`src/rtl/regfile_pkg.sv`:
```
// regfile_pkg: shared constants and helpers for the regfile_mp register file.
//   DEFAULT_DATA_W / DEFAULT_DEPTH : default entry width and entry count
//   RESET_BIT                      : fill value for storage and read data on reset
//   addr_in_range()                : true when an address selects a real entry
package regfile_pkg;

  localparam int unsigned DEFAULT_DATA_W = 8;
  localparam int unsigned DEFAULT_DEPTH  = 4;
  localparam logic        RESET_BIT      = 1'b0;

  // DEPTH need not be a power of two, so an address can exceed the last entry.
  function automatic logic addr_in_range(input int unsigned addr, input int unsigned depth);
    return addr < depth;
  endfunction

endpackage

```
`src/rtl/regfile_mp_if.sv`:
```
// regfile_mp_if: write port, two read ports and error flag of regfile_mp.
//   master : drives wr_en/wr_addr/wr_data, rd_en_a/b, rd_addr_a/b
//   slave  : drives rd_data_a/b, rd_valid_a/b, addr_err
interface regfile_mp_if
  import regfile_pkg::*;
#(
  parameter int unsigned DATA_W = DEFAULT_DATA_W,
  parameter int unsigned DEPTH  = DEFAULT_DEPTH
);
  localparam int unsigned ADDR_W = $clog2(DEPTH);

  logic              wr_en;
  logic [ADDR_W-1:0] wr_addr;
  logic [DATA_W-1:0] wr_data;
  logic              rd_en_a;
  logic [ADDR_W-1:0] rd_addr_a;
  logic              rd_en_b;
  logic [ADDR_W-1:0] rd_addr_b;
  logic [DATA_W-1:0] rd_data_a;
  logic              rd_valid_a;
  logic [DATA_W-1:0] rd_data_b;
  logic              rd_valid_b;
  logic              addr_err;

  modport master (
    output wr_en, wr_addr, wr_data, rd_en_a, rd_addr_a, rd_en_b, rd_addr_b,
    input  rd_data_a, rd_valid_a, rd_data_b, rd_valid_b, addr_err
  );

  modport slave (
    input  wr_en, wr_addr, wr_data, rd_en_a, rd_addr_a, rd_en_b, rd_addr_b,
    output rd_data_a, rd_valid_a, rd_data_b, rd_valid_b, addr_err
  );

endinterface

```
`src/rtl/regfile_read_port.sv`:
```
// regfile_read_port: one registered read port of regfile_mp.
//   clk, reset            : clock, synchronous active-high reset
//   rd_en, rd_addr        : read strobe and address
//   mem                   : flattened storage contents
//   wr_fire/addr/data     : committed write this edge (forwarding source)
//   rd_data, rd_valid     : registered read result
//   err_c                 : combinational out-of-range flag for this strobe
// Build option: REGFILE_BYPASS_EN enables write-first forwarding.
module regfile_read_port
  import regfile_pkg::*;
#(
  parameter int unsigned DATA_W = DEFAULT_DATA_W,
  parameter int unsigned DEPTH  = DEFAULT_DEPTH,
  parameter int unsigned ADDR_W = $clog2(DEPTH)
) (
  input  logic                          clk,
  input  logic                          reset,
  input  logic                          rd_en,
  input  logic [ADDR_W-1:0]             rd_addr,
  input  logic [DEPTH-1:0][DATA_W-1:0]  mem,
  input  logic                          wr_fire,
  input  logic [ADDR_W-1:0]             wr_addr,
  input  logic [DATA_W-1:0]             wr_data,
  output logic [DATA_W-1:0]             rd_data,
  output logic                          rd_valid,
  output logic                          err_c
);

  logic              in_range;
  logic [DATA_W-1:0] sel_data;

  // Address check and read mux; out-of-range reads return zero.
  always_comb begin
    in_range = addr_in_range(32'(rd_addr), DEPTH);
    sel_data = '0;
    if (in_range) begin
      sel_data = mem[rd_addr];
    end
`ifdef REGFILE_BYPASS_EN
    // Write-first: a same-edge write to this address wins over storage.
    if (in_range && wr_fire && (wr_addr == rd_addr)) begin
      sel_data = wr_data;
    end
`endif
    err_c = rd_en && !in_range;
  end

`ifndef REGFILE_BYPASS_EN
  // Read-first build ignores the write port.
  logic unused_wr;
  assign unused_wr = ^{wr_fire, wr_addr, wr_data};
`endif

  // Output register; data holds while not strobed.
  always_ff @(posedge clk) begin
    if (reset) begin
      rd_data  <= {DATA_W{RESET_BIT}};
      rd_valid <= 1'b0;
    end else begin
      rd_valid <= rd_en;
      if (rd_en) begin
        rd_data <= sel_data;
      end
    end
  end

endmodule

```
`src/rtl/regfile_mp.sv`:
```
// regfile_mp: flop-based register file, one write port, two registered read ports.
//   clk   : clock, all state updates on rising edge
//   reset : synchronous active-high reset, clears storage and outputs
//   bus   : regfile_mp_if.slave (write port, read ports A/B, addr_err)
// Build option: REGFILE_BYPASS_EN selects write-first reads on address collision;
// storage behaviour is the same in both builds.
module regfile_mp
  import regfile_pkg::*;
#(
  parameter int unsigned DATA_W = DEFAULT_DATA_W,
  parameter int unsigned DEPTH  = DEFAULT_DEPTH
) (
  input logic           clk,
  input logic           reset,
  regfile_mp_if.slave   bus
);

  localparam int unsigned ADDR_W = $clog2(DEPTH);

  logic [DEPTH-1:0][DATA_W-1:0] mem;
  logic                         wr_fire;
  logic                         wr_err_c;
  logic                         err_a_c;
  logic                         err_b_c;

  // Write qualification; out-of-range writes are dropped and flagged.
  always_comb begin
    wr_fire  = bus.wr_en && addr_in_range(32'(bus.wr_addr), DEPTH);
    wr_err_c = bus.wr_en && !addr_in_range(32'(bus.wr_addr), DEPTH);
  end

  // Storage array.
  always_ff @(posedge clk) begin
    if (reset) begin
      mem <= {(DEPTH*DATA_W){RESET_BIT}};
    end else if (wr_fire) begin
      mem[bus.wr_addr] <= bus.wr_data;
    end
  end

  // Error pulse: any port strobed an out-of-range address last cycle.
  always_ff @(posedge clk) begin
    if (reset) begin
      bus.addr_err <= 1'b0;
    end else begin
      bus.addr_err <= wr_err_c || err_a_c || err_b_c;
    end
  end

  regfile_read_port #(.DATA_W(DATA_W), .DEPTH(DEPTH), .ADDR_W(ADDR_W)) u_port_a (
    .clk      (clk),
    .reset    (reset),
    .rd_en    (bus.rd_en_a),
    .rd_addr  (bus.rd_addr_a),
    .mem      (mem),
    .wr_fire  (wr_fire),
    .wr_addr  (bus.wr_addr),
    .wr_data  (bus.wr_data),
    .rd_data  (bus.rd_data_a),
    .rd_valid (bus.rd_valid_a),
    .err_c    (err_a_c)
  );

  regfile_read_port #(.DATA_W(DATA_W), .DEPTH(DEPTH), .ADDR_W(ADDR_W)) u_port_b (
    .clk      (clk),
    .reset    (reset),
    .rd_en    (bus.rd_en_b),
    .rd_addr  (bus.rd_addr_b),
    .mem      (mem),
    .wr_fire  (wr_fire),
    .wr_addr  (bus.wr_addr),
    .wr_data  (bus.wr_data),
    .rd_data  (bus.rd_data_b),
    .rd_valid (bus.rd_valid_b),
    .err_c    (err_b_c)
  );

endmodule

```
`src/flat_wrapper.sv`:
```
// flat-port wrapper written by rule: the top's interface ports become plain ports
module regfile_mp_flat import regfile_pkg::*;
#(
  parameter int unsigned DATA_W = DEFAULT_DATA_W,
  parameter int unsigned DEPTH  = DEFAULT_DEPTH
)
  (clk, reset, bus_wr_en, bus_wr_addr, bus_wr_data, bus_rd_en_a, bus_rd_addr_a, bus_rd_en_b, bus_rd_addr_b, bus_rd_data_a, bus_rd_valid_a, bus_rd_data_b, bus_rd_valid_b, bus_addr_err);
  regfile_mp_if #(.DATA_W(DATA_W), .DEPTH(DEPTH)) bus_i ();
  input logic clk;
  input logic reset;
  input wire logic [$bits(bus_i.wr_en)-1:0] bus_wr_en;
  input wire logic [$bits(bus_i.wr_addr)-1:0] bus_wr_addr;
  input wire logic [$bits(bus_i.wr_data)-1:0] bus_wr_data;
  input wire logic [$bits(bus_i.rd_en_a)-1:0] bus_rd_en_a;
  input wire logic [$bits(bus_i.rd_addr_a)-1:0] bus_rd_addr_a;
  input wire logic [$bits(bus_i.rd_en_b)-1:0] bus_rd_en_b;
  input wire logic [$bits(bus_i.rd_addr_b)-1:0] bus_rd_addr_b;
  output wire logic [$bits(bus_i.rd_data_a)-1:0] bus_rd_data_a;
  output wire logic [$bits(bus_i.rd_valid_a)-1:0] bus_rd_valid_a;
  output wire logic [$bits(bus_i.rd_data_b)-1:0] bus_rd_data_b;
  output wire logic [$bits(bus_i.rd_valid_b)-1:0] bus_rd_valid_b;
  output wire logic [$bits(bus_i.addr_err)-1:0] bus_addr_err;
  assign bus_i.wr_en = bus_wr_en;
  assign bus_i.wr_addr = bus_wr_addr;
  assign bus_i.wr_data = bus_wr_data;
  assign bus_i.rd_en_a = bus_rd_en_a;
  assign bus_i.rd_addr_a = bus_rd_addr_a;
  assign bus_i.rd_en_b = bus_rd_en_b;
  assign bus_i.rd_addr_b = bus_rd_addr_b;
  assign bus_rd_data_a = bus_i.rd_data_a;
  assign bus_rd_valid_a = bus_i.rd_valid_a;
  assign bus_rd_data_b = bus_i.rd_data_b;
  assign bus_rd_valid_b = bus_i.rd_valid_b;
  assign bus_addr_err = bus_i.addr_err;
  regfile_mp #(.DATA_W(DATA_W), .DEPTH(DEPTH)) u_core (.clk(clk), .reset(reset), .bus(bus_i));
endmodule
```
`config.mk`:
```
export PLATFORM = sky130hd
export DESIGN_NAME = regfile_mp_flat
export DESIGN_NICKNAME = d
export VERILOG_FILES = /design/src/rtl/regfile_pkg.sv /design/src/rtl/regfile_mp_if.sv /design/src/rtl/regfile_read_port.sv /design/src/rtl/regfile_mp.sv /design/src/flat_wrapper.sv
export SDC_FILE = /design/constraint.sdc
export NUM_CORES = 1
export LEC_CHECK = 0
export CORE_MARGIN = 2
export CORE_UTILIZATION = 35
export CTS_BUF_LIST = sky130_fd_sc_hd__clkbuf_2
export DETAILED_ROUTE_END_ITERATION = 10
export HOLD_SLACK_MARGIN = 0.08
export RECOVER_POWER = 50
export SYNTH_ARGS = -nofsm -noshare
export SYNTH_HDL_FRONTEND = slang
export SYNTH_SLANG_ARGS = --single-unit
```
`constraint.sdc`:
```
create_clock -name clk -period 1.1 [get_ports clk]
set_input_delay 0.165 -clock clk [delete_from_list [all_inputs] [get_ports clk]]
set_output_delay 0.165 -clock clk [all_outputs]
set_load 0.02 [all_outputs]
```
==> flow_metrics.tcl, run 1 <==
set metrics [dict create \
    status "complete, but fails checks" \
    violations "negative setup slack" \
    finalHoldViolCount 0 \
    hold_class "primary input to register" \
    finalCritPeriodShare 1.03 \
    routed_via_density 4.89 \
    die_x_um 82.7 \
    syn_area_mm2 0.00217 \
    antenna_cells 0 \
    rsz0062_at_grt "true" \
    synth_top_area_frac 0.462 \
    cp_slowest_cell "dfxtp_2" \
    area_delta_synth_final_pct 32.2 \
    grt.busiest_layer "met2" \
    io_buffers 36 \
    place.gp.congestion 0.766 \
    seq_area_mm2 0.00104 \
    yosys.area.top_type "dfxtp_1" \
    maxSlewViolCount 0 \
    cts_hold_buf 0 \
    fillers 567 \
    path_buf_inv 1 \
    io_pins 38 \
    routed_wl_um 4740 \
    clockBufferDepth 2 \
    dp_hpwl_um 3210 \
    drtAntennaViolNets 0 \
    power.density_mw_per_mm2 1250 \
    grt_start_max_net_pins 38 \
    fin_cells 308 \
    ys.flop_type "dfxtp_1" \
    cp_top_family "flip-flops" \
    post-route-util 0.481 \
    drt_pass1_iterations 4 \
    required_ps 940 \
    path_clk_slew_ps 270 \
    numCtsBuffers 5 \
    critPathArrivalTime_ps 970 \
    met3_usage 0.0359 \
    fp.dieArea_mm2 0.00683 \
    yosys-top-cells-area "dfxtp_1, mux2i_1, mux4_2" \
    ys_seq_area_frac 0.462 \
    path_max_fanout 2 \
    drc 0 \
    fin_nets 251 \
    worstSetupEndpointType "primary output" \
    timing.final.ws_setup_ps -36.5 \
    setup_viol 19 \
    start_kind "register" \
    drive_gt1_frac 0.403 \
    synth_edf_count 0 \
    critical_path_class "register to primary output" \
    multi_input_area_mm2 0.00107 \
    maxCapViolations 0 \
    wl_per_cell_um 15.4 \
    htreeDepth 2 \
    async_flop_share 0 \
    leakage_nw 1.29 \
    ys_types 14 \
    syn_inst 185 \
    crit_path_max_incr_delay_ps 410 \
    fin_skew_ps 28.4 \
    initial_core_util 0.364 \
    power_mw 3.58 \
    synthMostInstantiatedCell "dfxtp_1" \
    synth.avg_cell_area_um2 11.7 \
    grt_pass1_vias 1429 \
    vdd_drop_max_v 0.000596 \
    cts_tree "yes" \
    drt_iter0_drc 123 \
    grt.total_usage 0.150 \
    core_mm2 0.00596 \
    gr-usage-met2 0.240 \
    antenna_found_initial 0 \
    vias 1505 \
    synth_seq_cells 50 \
    dp.cells 296 \
    whs_ps 385 \
    clockRootBuffer "clkbuf_2" \
    grt.overflow.total 0 \
    use_met1 0.203 \
    die_h_um 82.7 \
    synth_warnings 0 \
    syn_nets 204 \
    finalCriticalPeriod_ps 1140 \
    fmax_ghz 0.880 \
    worstSkewPairLatency_ps 450 \
    synthTopCellsByCount "dfxtp_1, mux2i_1, nor2_1" \
    worstPathCellList "buf_6" \
    grt_pass1_wl_um 7480 \
    rows 28 \
    clock_sinks 50 \
]
## flip-flops by register name, indices dropped and copies added, names as in the netlist
name and flops:
u_core.u_port_a.rd_data 8, u_core.u_port_b.rd_valid 1, u_core.mem 32, u_core.u_port_b.rd_data 8, u_core.u_port_a.rd_valid 1
## kinds of logic after synthesis
| kind of cell | synth area share |
|---|---|
| and+or+nand+nor | 0.104 |
| DFF | 0.462 |
| muxes | 0.388 |
| other | 0.00173 |
| buffers and inverters | 0.0439 |
## timing repair
item / in CTS / in global routing
hold endpoints to repair: 0 / 0
setup buffers: 2 / 2
gates resized for setup: 137 / 6
pin swaps: 0 / 3
endpoints found under the setup margin: 34 / 34
## per-stage QoR
stage          area (um^2)  setup slack, ps  setup TNS [ps]
6_report              2860            -36.5            -331
2_1_floorplan         2170             16.7               0
4_1_cts               2890            -52.7            -659
5_1_grt               2860             -124           -2270
3_3_place_gp          2730             -562          -17630
3_5_place_dp          2730             -580          -18260
## worst paths after layout
path                                                 start                         end  slack [ps]  cells past startpoint
worst min register to register  u_core.u_port_b.rd_data[0]  u_core.u_port_b.rd_data[0]         530                      2
worst max-delay path            u_core.u_port_a.rd_data[3]            bus_rd_data_a[3]         -40                      1
worst max register to register              u_core.mem[14]  u_core.u_port_b.rd_data[6]         -30                      3
worst min-delay path                        bus_wr_data[6]              u_core.mem[14]         380                      3
## placed cells by master, fill, tap and decap left out, drive strengths merged
master and count:
dfxtp 50, mux2i 48, nor2 48, buf 35, mux4 16, clkdlybuf4s50 16
clkbuf 8, nand3b 2, nor2b 2, bufinv 2, dlygate4sd2 2, nand3 1
nor3b 1, conb 1, clkinv 1
## layer usage
layer  vias to the layer above  share of wire
met2                        31           0.47
li1                        738              -
met1                       730           0.47
met5                         -              0
met4                         0          0.014
met3                         6          0.046
## cell type report
type,count,share of cell area
Clock buffer,5,0.00874
Clock inverter,3,0.0223
Multi-Input combinational cell,119,0.374
Sequential cell,50,0.364
Tap cell,75,0.0328
Timing Repair Buffer,56,0.199
## power breakdown
group	total [mW]	internal [mW]	switching, mW
Clock	1.19	0.604	0.588
Combinational	0.469	0.261	0.208
Sequential	1.92	1.88	0.0384
Total	3.58	2.74	0.834
(Power assumes the default switching activity.)
==> inputs of run 2 (changes only) <==
Settings changed: CTS_CLUSTER_DIAMETER set to 30.
==> results of run 2 <==
The final DEF is identical to that of run 1; final timing and power are the same.
